### config.mk
export PLATFORM = sky130hd
export DESIGN_NAME = left_lshifter_64
export DESIGN_NICKNAME = d
export VERILOG_FILES = /design/src/rtl/shifter_pkg.sv /design/src/rtl/left_lshifter_64_lshift_stage.sv /design/src/rtl/left_lshifter_64.sv
export SDC_FILE = /design/constraint.sdc
export NUM_CORES = 1
export LEC_CHECK = 0
export BUFFER_PORTS_ARGS = -buffer_cell sky130_fd_sc_hd__buf_2
export CAP_MARGIN = 20
export CORE_UTILIZATION = 50
export DETAILED_ROUTE_END_ITERATION = 7
export PLACE_DENSITY = 0.76
export RECOVER_POWER = 50
export REMOVE_ABC_BUFFERS = 1
export SYNTH_ARGS = -nofsm -noshare
export SYNTH_HDL_FRONTEND = slang
export SYNTH_HIERARCHICAL = 1
export SYNTH_SLANG_ARGS = --single-unit
### constraint.sdc
create_clock -name clk -period 3 [get_ports clk]
set_input_delay 0.45 -clock clk [delete_from_list [all_inputs] [get_ports clk]]
set_output_delay 0.45 -clock clk [all_outputs]
set_load 0.03 [all_outputs]
### src/rtl/shifter_pkg.sv
`default_nettype none
// +----------------------------------------------------------------------+
// | shifter_pkg : shared widths and types for the 64-bit left shifter    |
// | Rev 1.0                                                              |
// +----------------------------------------------------------------------+
package shifter_pkg;

  localparam int WIDTH   = 64;
  localparam int SHAMT_W = 6;

  typedef logic [WIDTH-1:0]   word_t;
  typedef logic [SHAMT_W-1:0] shamt_t;

endpackage
`default_nettype wire

### src/rtl/left_lshifter_64_lshift_stage.sv
`default_nettype none
// +----------------------------------------------------------------------+
// | lshift_stage : one barrel level, passes or shifts left by STEP       |
// | Rev 1.0                                                              |
// +----------------------------------------------------------------------+
module lshift_stage
  import shifter_pkg::*;
#(
  parameter int WIDTH = shifter_pkg::WIDTH,
  parameter int STEP  = 1
) (
  input  logic [WIDTH-1:0] in,
  input  logic             sel,
  output logic [WIDTH-1:0] out
);

  assign out = sel ? (in << STEP) : in;

endmodule
`default_nettype wire

### src/rtl/left_lshifter_64.sv
`default_nettype none
// +----------------------------------------------------------------------+
// | left_lshifter_64 : RV64 SLL barrel shifter with registered copy      |
// | Rev 1.0                                                              |
// +----------------------------------------------------------------------+
module left_lshifter_64
  import shifter_pkg::*;
#(
  parameter int WIDTH   = shifter_pkg::WIDTH,
  parameter int SHAMT_W = shifter_pkg::SHAMT_W
) (
  input  logic             clk,
  input  logic             reset,
  input  logic [WIDTH-1:0] a,
  input  logic [WIDTH-1:0] b,
  output logic [WIDTH-1:0] s,
  output logic [WIDTH-1:0] s_q,
  output logic             s_q_valid
);

  logic [SHAMT_W-1:0] w_shamt;
  logic [WIDTH-1:0]   w_stage [0:SHAMT_W];
  logic               w_unused_b;

  // Only the low shift-amount bits matter; the rest are folded into a
  // deliberately unused wire.
  assign w_shamt    = b[SHAMT_W-1:0];
  assign w_unused_b = ^b[WIDTH-1:SHAMT_W];
  assign w_stage[0] = a;

  generate
    for (genvar k = 0; k < SHAMT_W; k++) begin : g_stage
      lshift_stage #(
        .WIDTH (WIDTH),
        .STEP  (1 << k)
      ) u_stage (
        .in  (w_stage[k]),
        .sel (w_shamt[k]),
        .out (w_stage[k+1])
      );
    end
  endgenerate

  assign s = w_stage[SHAMT_W];

  always_ff @(posedge clk) begin
    if (reset) begin
      s_q       <= '0;
      s_q_valid <= 1'b0;
    end else begin
      s_q       <= s;
      s_q_valid <= 1'b1;
    end
  end

endmodule
`default_nettype wire

## Word level (Yosys, flattened, before mapping)

Index checks and enable logic that the tools add are counted.

| storage, ports and cells | value |
|---|---|
| register bits | 65 |
| logic and storage cells | 9 |
| output and inout bits | 129 |
| bits of input ports | 130 |

| operators by class | value |
|---|---|
| mux-type cells | 7 |

Operator list:

| cell | number |
|---|---|
| two-way mux 64 bit | 6 |
| two-way mux 1 bit | 1 |

## Depth between registers and ports, before layout

Gate-level depths: netlist (run 1).

| depth | value |
|---|---|
| depth after elaboration | 6 |
| mapped depth | 9 |
| gate-level depth less buffers | 7 |

## By module

Netlist (run 1), hierarchy kept.

Modules (own cells, without submodules):

| module | instances | sequential area each (um2) | cells an instance | area an instance (um2) |
|---|---|---|---|---|
| left_lshifter_64 | 1 | 1,301.2 | 137 | 1,853.0 |
| lshift_stage at g_stage[0].u_stage | 1 | 0.0 | 71 | 1,068.5 |
| lshift_stage at g_stage[1].u_stage | 1 | 0.0 | 71 | 1,054.8 |
| lshift_stage at g_stage[2].u_stage | 1 | 0.0 | 71 | 1,033.5 |
| lshift_stage at g_stage[3].u_stage | 1 | 0.0 | 71 | 998.5 |
| lshift_stage at g_stage[4].u_stage | 1 | 0.0 | 71 | 913.4 |
| lshift_stage at g_stage[5].u_stage | 1 | 0.0 | 71 | 747.0 |

## Worst setup path after synthesis (run 1)

Ideal clock, no wire load.

| path | value |
|---|---|
| path type | input to output |
| start | in b[0] |
| end | out s[61] |
| buffers on the path | 2 |
| arrival | 2.485 ns |
| stages on the path | 8 |
| data required time | 2.550 ns |
| path slack | 0.065 ns |
| cell sequence | buf_6 > buf_12 > mux2_4 > mux2_4 > mux2_4 > mux2_4 > mux2_4 > mux2_2 |

RTL lines:

| element | line | RTL |
|---|---|---|
| start: declaration | left_lshifter_64.sv:15 | `input logic [WIDTH-1:0] b,` |
| end: declaration | left_lshifter_64.sv:16 | `output logic [WIDTH-1:0] s,` |

==> out/metrics.yaml, run 1 <==
synth_edf_count: 0
maxSlewViolCount: 46
critPathKind: "input pin to output pin"
stdcell_count: 944
synth.avg_cell_area_um2: 13.6
port-buffer-count: 200
seq_area_mm2: 0.00130
synthesis.area_mm2: 0.00767
synth_top_cells_by_count: "mux2_4, nor2b_1, dfxtp_1"
grt.overflow.total: 0
tightest_slew_ns: 2.31
maxSlewHeadroom: -0.539
synth_top_area_frac: 0.581
diodes: 0
cts.htree.levels: 3
hp-start: "reset"
post-synth-top-count-cell: "mux2_4"
netSwitchingFraction: 0.332
cp_max_fo: 7
grt_max_degree: 65
maxCapViolations: 1
timing.fmax_mhz: 329
cp_slowest_cell: "mux2_4"
worst_setup_path_start_kind: "input pin"
hold_path.class: "input pin to register"
synth_warnings: 6
antenna_left: 0
ys_seq_elements: 65
worst_setup_path_end_kind: "output pin"
cts_tree: "built"
setup_viol: 32
crit_arrival_ns: 2.59
cp_common_cell: "mux2_4"
power_density_mw_per_mm2: 437
cts-buffers-inserted: 9
cts_buffer_depth: 2
drc: 0
outcome: "finished, violations left"
ios: 259
hold_viol_final: 0
wl_per_cell_um: 18.2
routed_via_density: 5.05
crit_required_ns: 2.55
grt_first_pass_wirelength_um: 26400
p_seq_frac: 0.235
p_clk_frac: 0.241
dp.cells: 919
rsz0062_at_grt: "yes"
ys_seq_area_frac: 0.170
p_comb_frac: 0.524
die_area_mm2: 0.0158
finalPower_w: 0.00401
intPower_w: 0.00268
area_growth_pct: 19.8
num-nets-final: 885
period_minus_slack_ns: 3.04
violations: "max-capacitance violations, max-slew violations, negative setup slack"
synthArstFlopShare: 0
synth_cells: 563
pre_cts_ws_ns: -0.189
vias: 4766
finalCritPeriodShare: 1.01
antenna_found_initial: 2
utilization: 0.623
drt-pass1-iter-count: 6
synth_top_cell_by_area: "mux2_4"
drive_gt1_frac: 0.699
die_w_um: 126
synth_ff_type: "dfxtp_1"
crit_chain: "buf_16, buf_12, mux2_4, mux2_4, mux2_4, mux2_4, mux2_4, mux2_4, buf_6"
dp_hpwl_um: 13600
initial_core_util: 0.520
vdd_ir_drop_max_mv: 0.221
p_sw_w: 0.00133
fin_hold_ws_ns: 0.562
coreArea_mm2: 0.0148
max_stage_delay_ns: 0.31
rows: 44
fin_ws_ns: -0.0425
first_global_vias: 4859
clk_pin_slew_ns: 0.05
postCtsHoldBufs: 0
cts-root-buf: "clkbuf_16"
cellLeakagePower_nw: 4.57
cts_sinks: 65
fillers: 1189
first_iter_violations: 152
gp_congestion: 0.818
synth_area_leaders: "mux2_4, dfxtp_1, nor2b_1"
dieHeight_um: 126
hold-path-cell-count: 3
crit_path_start: "b[0]"
grt_use_total: 0.209
synth.distinct_cells: 10
drt-total-wl_um: 17100
multi_input_comb_area_mm2: 0.00565
## cell usage in the layout, fill, tap and decap left out
master / n
clkbuf_8: 2
nor2b_2: 32
buf_4: 15
buf_16: 9
dfxtp_1: 65
nor2b_1: 95
buf_2: 93
mux2_2: 12
mux2_4: 309
inv_1: 1
buf_6: 33
clkinv_2: 3
clkbuf_16: 10
clkbuf_1: 68
buf_12: 13
## metrics by stage
step	TNS, ns	area (um^2)
after floorplan	0	6900
after global placement	-4.44	8440
after detailed placement	-5.42	8440
after CTS	-0.878	9220
after global routing	-1.99	9190
final	-0.970	9190
## flip-flops by register name, summed over array words and instances (netlist names)
signal,count
s_q_valid,1
s_q,64
## final timing paths
check,endpoint,slack (ns)
hold / removal,s_q[27],0.56
setup / recovery,s[33],-0.04
## routing by layer
layer | vias up | wire [um] | global-route usage
met3 | 13 | 878 | 0.0442
met4 | 4 | 136 | 0.0461
met2 | 144 | 8120 | 0.364
li1 | 2356 | - | -
met1 | 2249 | 7980 | 0.264
met5 | - | 27 | 0
## worst max-delay path: cells and delay by family
family	cells	cell delay, ns
mux	6	1.71
buf+inv	3	0.42
## logic make-up (layout without fill, tap and decap cells)
kind of cell,count (synthesis),in the layout,synth area share
buffers and inverters,50,247,0.100
flip-flops,65,65,0.170
multiplexers,321,321,0.617
AND/OR/NAND/NOR,127,127,0.113
## power by group through the flow
stage	Sequential, W	Clock, W	Combinational [W]
floorplan	0.00110	0	0.00126
global placement	0.000957	0	0.00191
detailed placement	0.000961	0	0.00194
CTS	0.000942	0.000988	0.00211
global route	0.000950	0.00103	0.00221
finish	0.000945	0.000966	0.00210
## layout make-up
| type | count | share of cell area |
|---|---|---|
| clock buffers | 13 | 0.0283 |
| clock inverters | 3 | 0.00163 |
| inverters | 1 | 0.000408 |
| multi-input cells | 448 | 0.615 |
| flip-flops and latches | 65 | 0.142 |
| well taps | 184 | 0.0251 |
| repair buffers | 230 | 0.188 |
## repair_timing
action                     4_1_cts  5_1_grt
setup buffers                    0        0
gates cloned                     8        1
resized for setup               92       15
setup endpoints to repair       48       37
Note: power is estimated with default switching activity, not from simulation.
==> run 2, diff against run 1 <==
--- a/config.mk
+++ b/config.mk
@@ -5,11 +5,12 @@
 export SDC_FILE = /design/constraint.sdc
 export NUM_CORES = 1
 export LEC_CHECK = 0
+export ABC_AREA = 1
 export BUFFER_PORTS_ARGS = -buffer_cell sky130_fd_sc_hd__buf_2
 export CAP_MARGIN = 20
 export CORE_UTILIZATION = 50
 export DETAILED_ROUTE_END_ITERATION = 7
-export PLACE_DENSITY = 0.76
+export PLACE_DENSITY = 0.78
 export RECOVER_POWER = 50
 export REMOVE_ABC_BUFFERS = 1
 export SYNTH_ARGS = -nofsm -noshare
==> run 2 against run 1 <==
  * Core utilization shrank 5.4 points
  * Area after synthesis shrank 12%
  * Critical endpoint is now s[29]
  * Final cell count grew 80%
  * Critical path type unchanged
  * Critical path depth grew 6
  * Largest power group unchanged
  * Flip-flop and latch count is the same
  * The flow now finishes without violations
  * Sequential power shrank 2.9%
  * Non-clock buffer count shrank 8
==> out/metrics.yaml, run 2 <==
outcome: "finished clean"
maxCapViolations: 0  # -1
synth.avg_cell_area_um2: 4.94  # -64%
cp_max_fo: 40  # +33
cts_sinks: 65  # unchanged
worst_setup_path_end_kind: "output pin"
coreArea_mm2: 0.0132  # -10%
reg.largest.list: "s_q x64, s_q_valid x1"
cts_tree: "built"
yosys.area_share.simple: 0.608  # +0.495
synth-xor-area-share: 0  # unchanged
maxSlewHeadroom: 0.389  # +0.928
first_global_vias: 6558  # +35%
die_area_mm2: 0.0140  # -12%
hp-start: "b[5]"
drive_gt1_frac: 0.119  # -0.579
crit_arrival_ns: 2.23  # -0.36 ns
clk_pin_slew_ns: 0.05  # about the same
synth_top_cell_by_area: "nand2_1"
synth_top_family_by_area: "simple AND/OR/NAND/NOR gates"
final_common_cell: "nand2_1"
fin_hold_ws_ns: 0.581  # +0.0190 ns
dp.cells: 1686  # +83%
ios: 259  # unchanged
drc: 0  # unchanged
grt_use_total: 0.250  # +0.0406
rows: 42  # -4.5%
synth_warnings: 6  # unchanged
setup_viol: 0  # -100%
p_seq_frac: 0.290  # +0.055
finalCritPeriodShare: 0.894  # -0.120
p_sw_w: 0.00125  # -6.5%
vdd_ir_drop_max_mv: 0.264  # +19%
regMostFlops: "s_q"
wl_per_cell_um: 10.3  # -43%
synth_edf_count: 0  # unchanged
drt-total-wl_um: 17600  # +2.7%
grt_first_pass_wirelength_um: 29200  # +11%
cts.htree.levels: 3  # unchanged
pre_cts_ws_ns: 0.363  # +0.552 ns
synth_top_cells_by_count: "nand2_1, inv_1, nor2_1"
path_buf_inv: 4  # +1
p_clk_frac: 0.321  # +0.080
cp_common_cell: "nand2_1"
rsz0062_at_grt: "no"
timing.fmax_mhz: 373  # +13%
worst_setup_path_start_kind: "input pin"
synth_top_area_frac: 0.529  # -0.0523
fin_ws_ns: 0.319  # +0.361 ns
tightest_slew_ns: 0.916  # -1.39 ns
cts_buffer_depth: 2  # unchanged
synth_area_leaders: "nand2_1, dfxtp_1, inv_1"
initial_core_util: 0.511  # -0.00880
intPower_w: 0.00192  # -28%
largest_register_ffs: 64  # unchanged
antenna_found_initial: 0  # -2
ys_seq_area_frac: 0.192  # +0.0226
netSwitchingFraction: 0.393  # +0.0612
crit_path_start: "b[0]"
cts-buffers-inserted: 9  # unchanged
synth_cells: 1370  # +140%
final_area_mm2: 0.00754  # -18%
muxShareOfSynthArea: 0  # -0.617
first_iter_violations: 654  # +330%
synth.distinct_cells: 12  # +2
synthesis.area_mm2: 0.00677  # -12%
dp_hpwl_um: 13700  # +1.4%
power_density_mw_per_mm2: 420  # -3.7%
vias: 7789  # +63%
cts_resized: 0  # -100%
synth_compound_area_frac: 0  # unchanged
stdcell_count: 1703  # +80%
cp_slowest_cell: "buf_4"
crit_chain: "clkbuf_1, buf_4, nand2_1, nand2_1, nand2_1, nand2_1, nand2_1, nand2_1, nand2_1, nand2_1, nand2_1, nand2_1, inv_1, nor2_1, buf_2"
ys_seq_elements: 65  # unchanged
grt_max_degree: 66  # +1.5%
synth_ff_type: "dfxtp_1"
hold_path.class: "input pin to register"
synthArstFlopShare: 0  # unchanged
gp_congestion: 0.909  # +11%
critPathKind: "input pin to output pin"
hold_viol_final: 0  # unchanged
post_cts.repair.setup_buffers: 0  # unchanged
diodes: 0  # unchanged
path_delay_family: "simple AND/OR/NAND/NOR gates"
final_cell_mix: "nand2_1, buf_2, inv_1"
p_comb_frac: 0.389  # -0.135
period_minus_slack_ns: 2.68  # -0.361 ns
port-buffer-count: 200  # unchanged
grt.overflow.total: 0  # unchanged
postCtsHoldBufs: 0  # unchanged
yosys.area_share.adder: 0  # unchanged
drt-pass1-iter-count: 5  # -1
crit_required_ns: 2.55  # about the same
cellLeakagePower_nw: 4.78  # +4.6%
maxSlewViolCount: 0  # -100%
place_area_mm2: 0.00731  # -13%
max_stage_delay_ns: 0.35  # +0.04 ns
cp.depth: 15  # +6
routed_via_density: 4.57  # -9.4%
cts-root-buf: "clkbuf_16"
area_growth_pct: 11.4
num-nets-final: 1652  # +87%
post-synth-top-count-cell: "nand2_1"
crit_end: "s[29]"
dieHeight_um: 118  # -6.0%
setup-tns-final_ns: 0  # +0.970 ns
die_w_um: 118  # -6.0%
antenna_left: 0  # unchanged
run 2: cells by family after synthesis:
family        Yosys count
flops                  65
buf+inv               215
simple gates         1090
run 2: final cells by class:
class	count	area (um^2)
Fill cell	1505	5710
Multi-Input combinational cell	1090	4110
Sequential cell	65	1300
Timing Repair Buffer	222	1110
Inverter	134	503
Clock buffer	13	250
Tap cell	176	220
Clock inverter	3	40.0
run 2: per-stage QoR:
| stage | total power, W | util |
|---|---|---|
| 2_1_floorplan | 0.00176 | - |
| 5_1_grt | 0.00338 | 0.569 |
| 3_3_place_gp | 0.00215 | 0.552 |
| 6_report | 0.00317 | 0.569 |
| 3_5_place_dp | 0.00217 | 0.552 |
| 4_1_cts | 0.00318 | 0.574 |
run 2: how the worst min path moves through the flow:
stage,endpoint,slack [ns],depth (start not counted)
after floorplan,s_q_valid,0.51,1
after global placement,s_q[41],0.88,1
after detailed placement,s_q[49],0.88,1
after CTS,s_q[47],0.59,6
after global routing,s_q[62],0.64,6
final,s_q[47],0.58,6
run 2: per-layer routing:
layer / wire length [um] / vias up / global-route usage
li1: - / 4214 / -
met1: 8300 / 3341 / 0.333
met2: 8150 / 216 / 0.423
met3: 910 / 18 / 0.0294
met4: 252 / 0 / 0.0657
met5: 0 / - / 0
run 2: power by group through the flow:
| stage | Combinational [W] | Clock (W) | Sequential, W |
|---|---|---|---|
| final | 0.00123 | 0.00102 | 0.000918 |
| after global routing | 0.00138 | 0.00108 | 0.000921 |
| after CTS | 0.00123 | 0.00103 | 0.000917 |
| after detailed placement | 0.00123 | 0 | 0.000935 |
| after global placement | 0.00122 | 0 | 0.000933 |
| after floorplan | 0.000734 | 0 | 0.00103 |
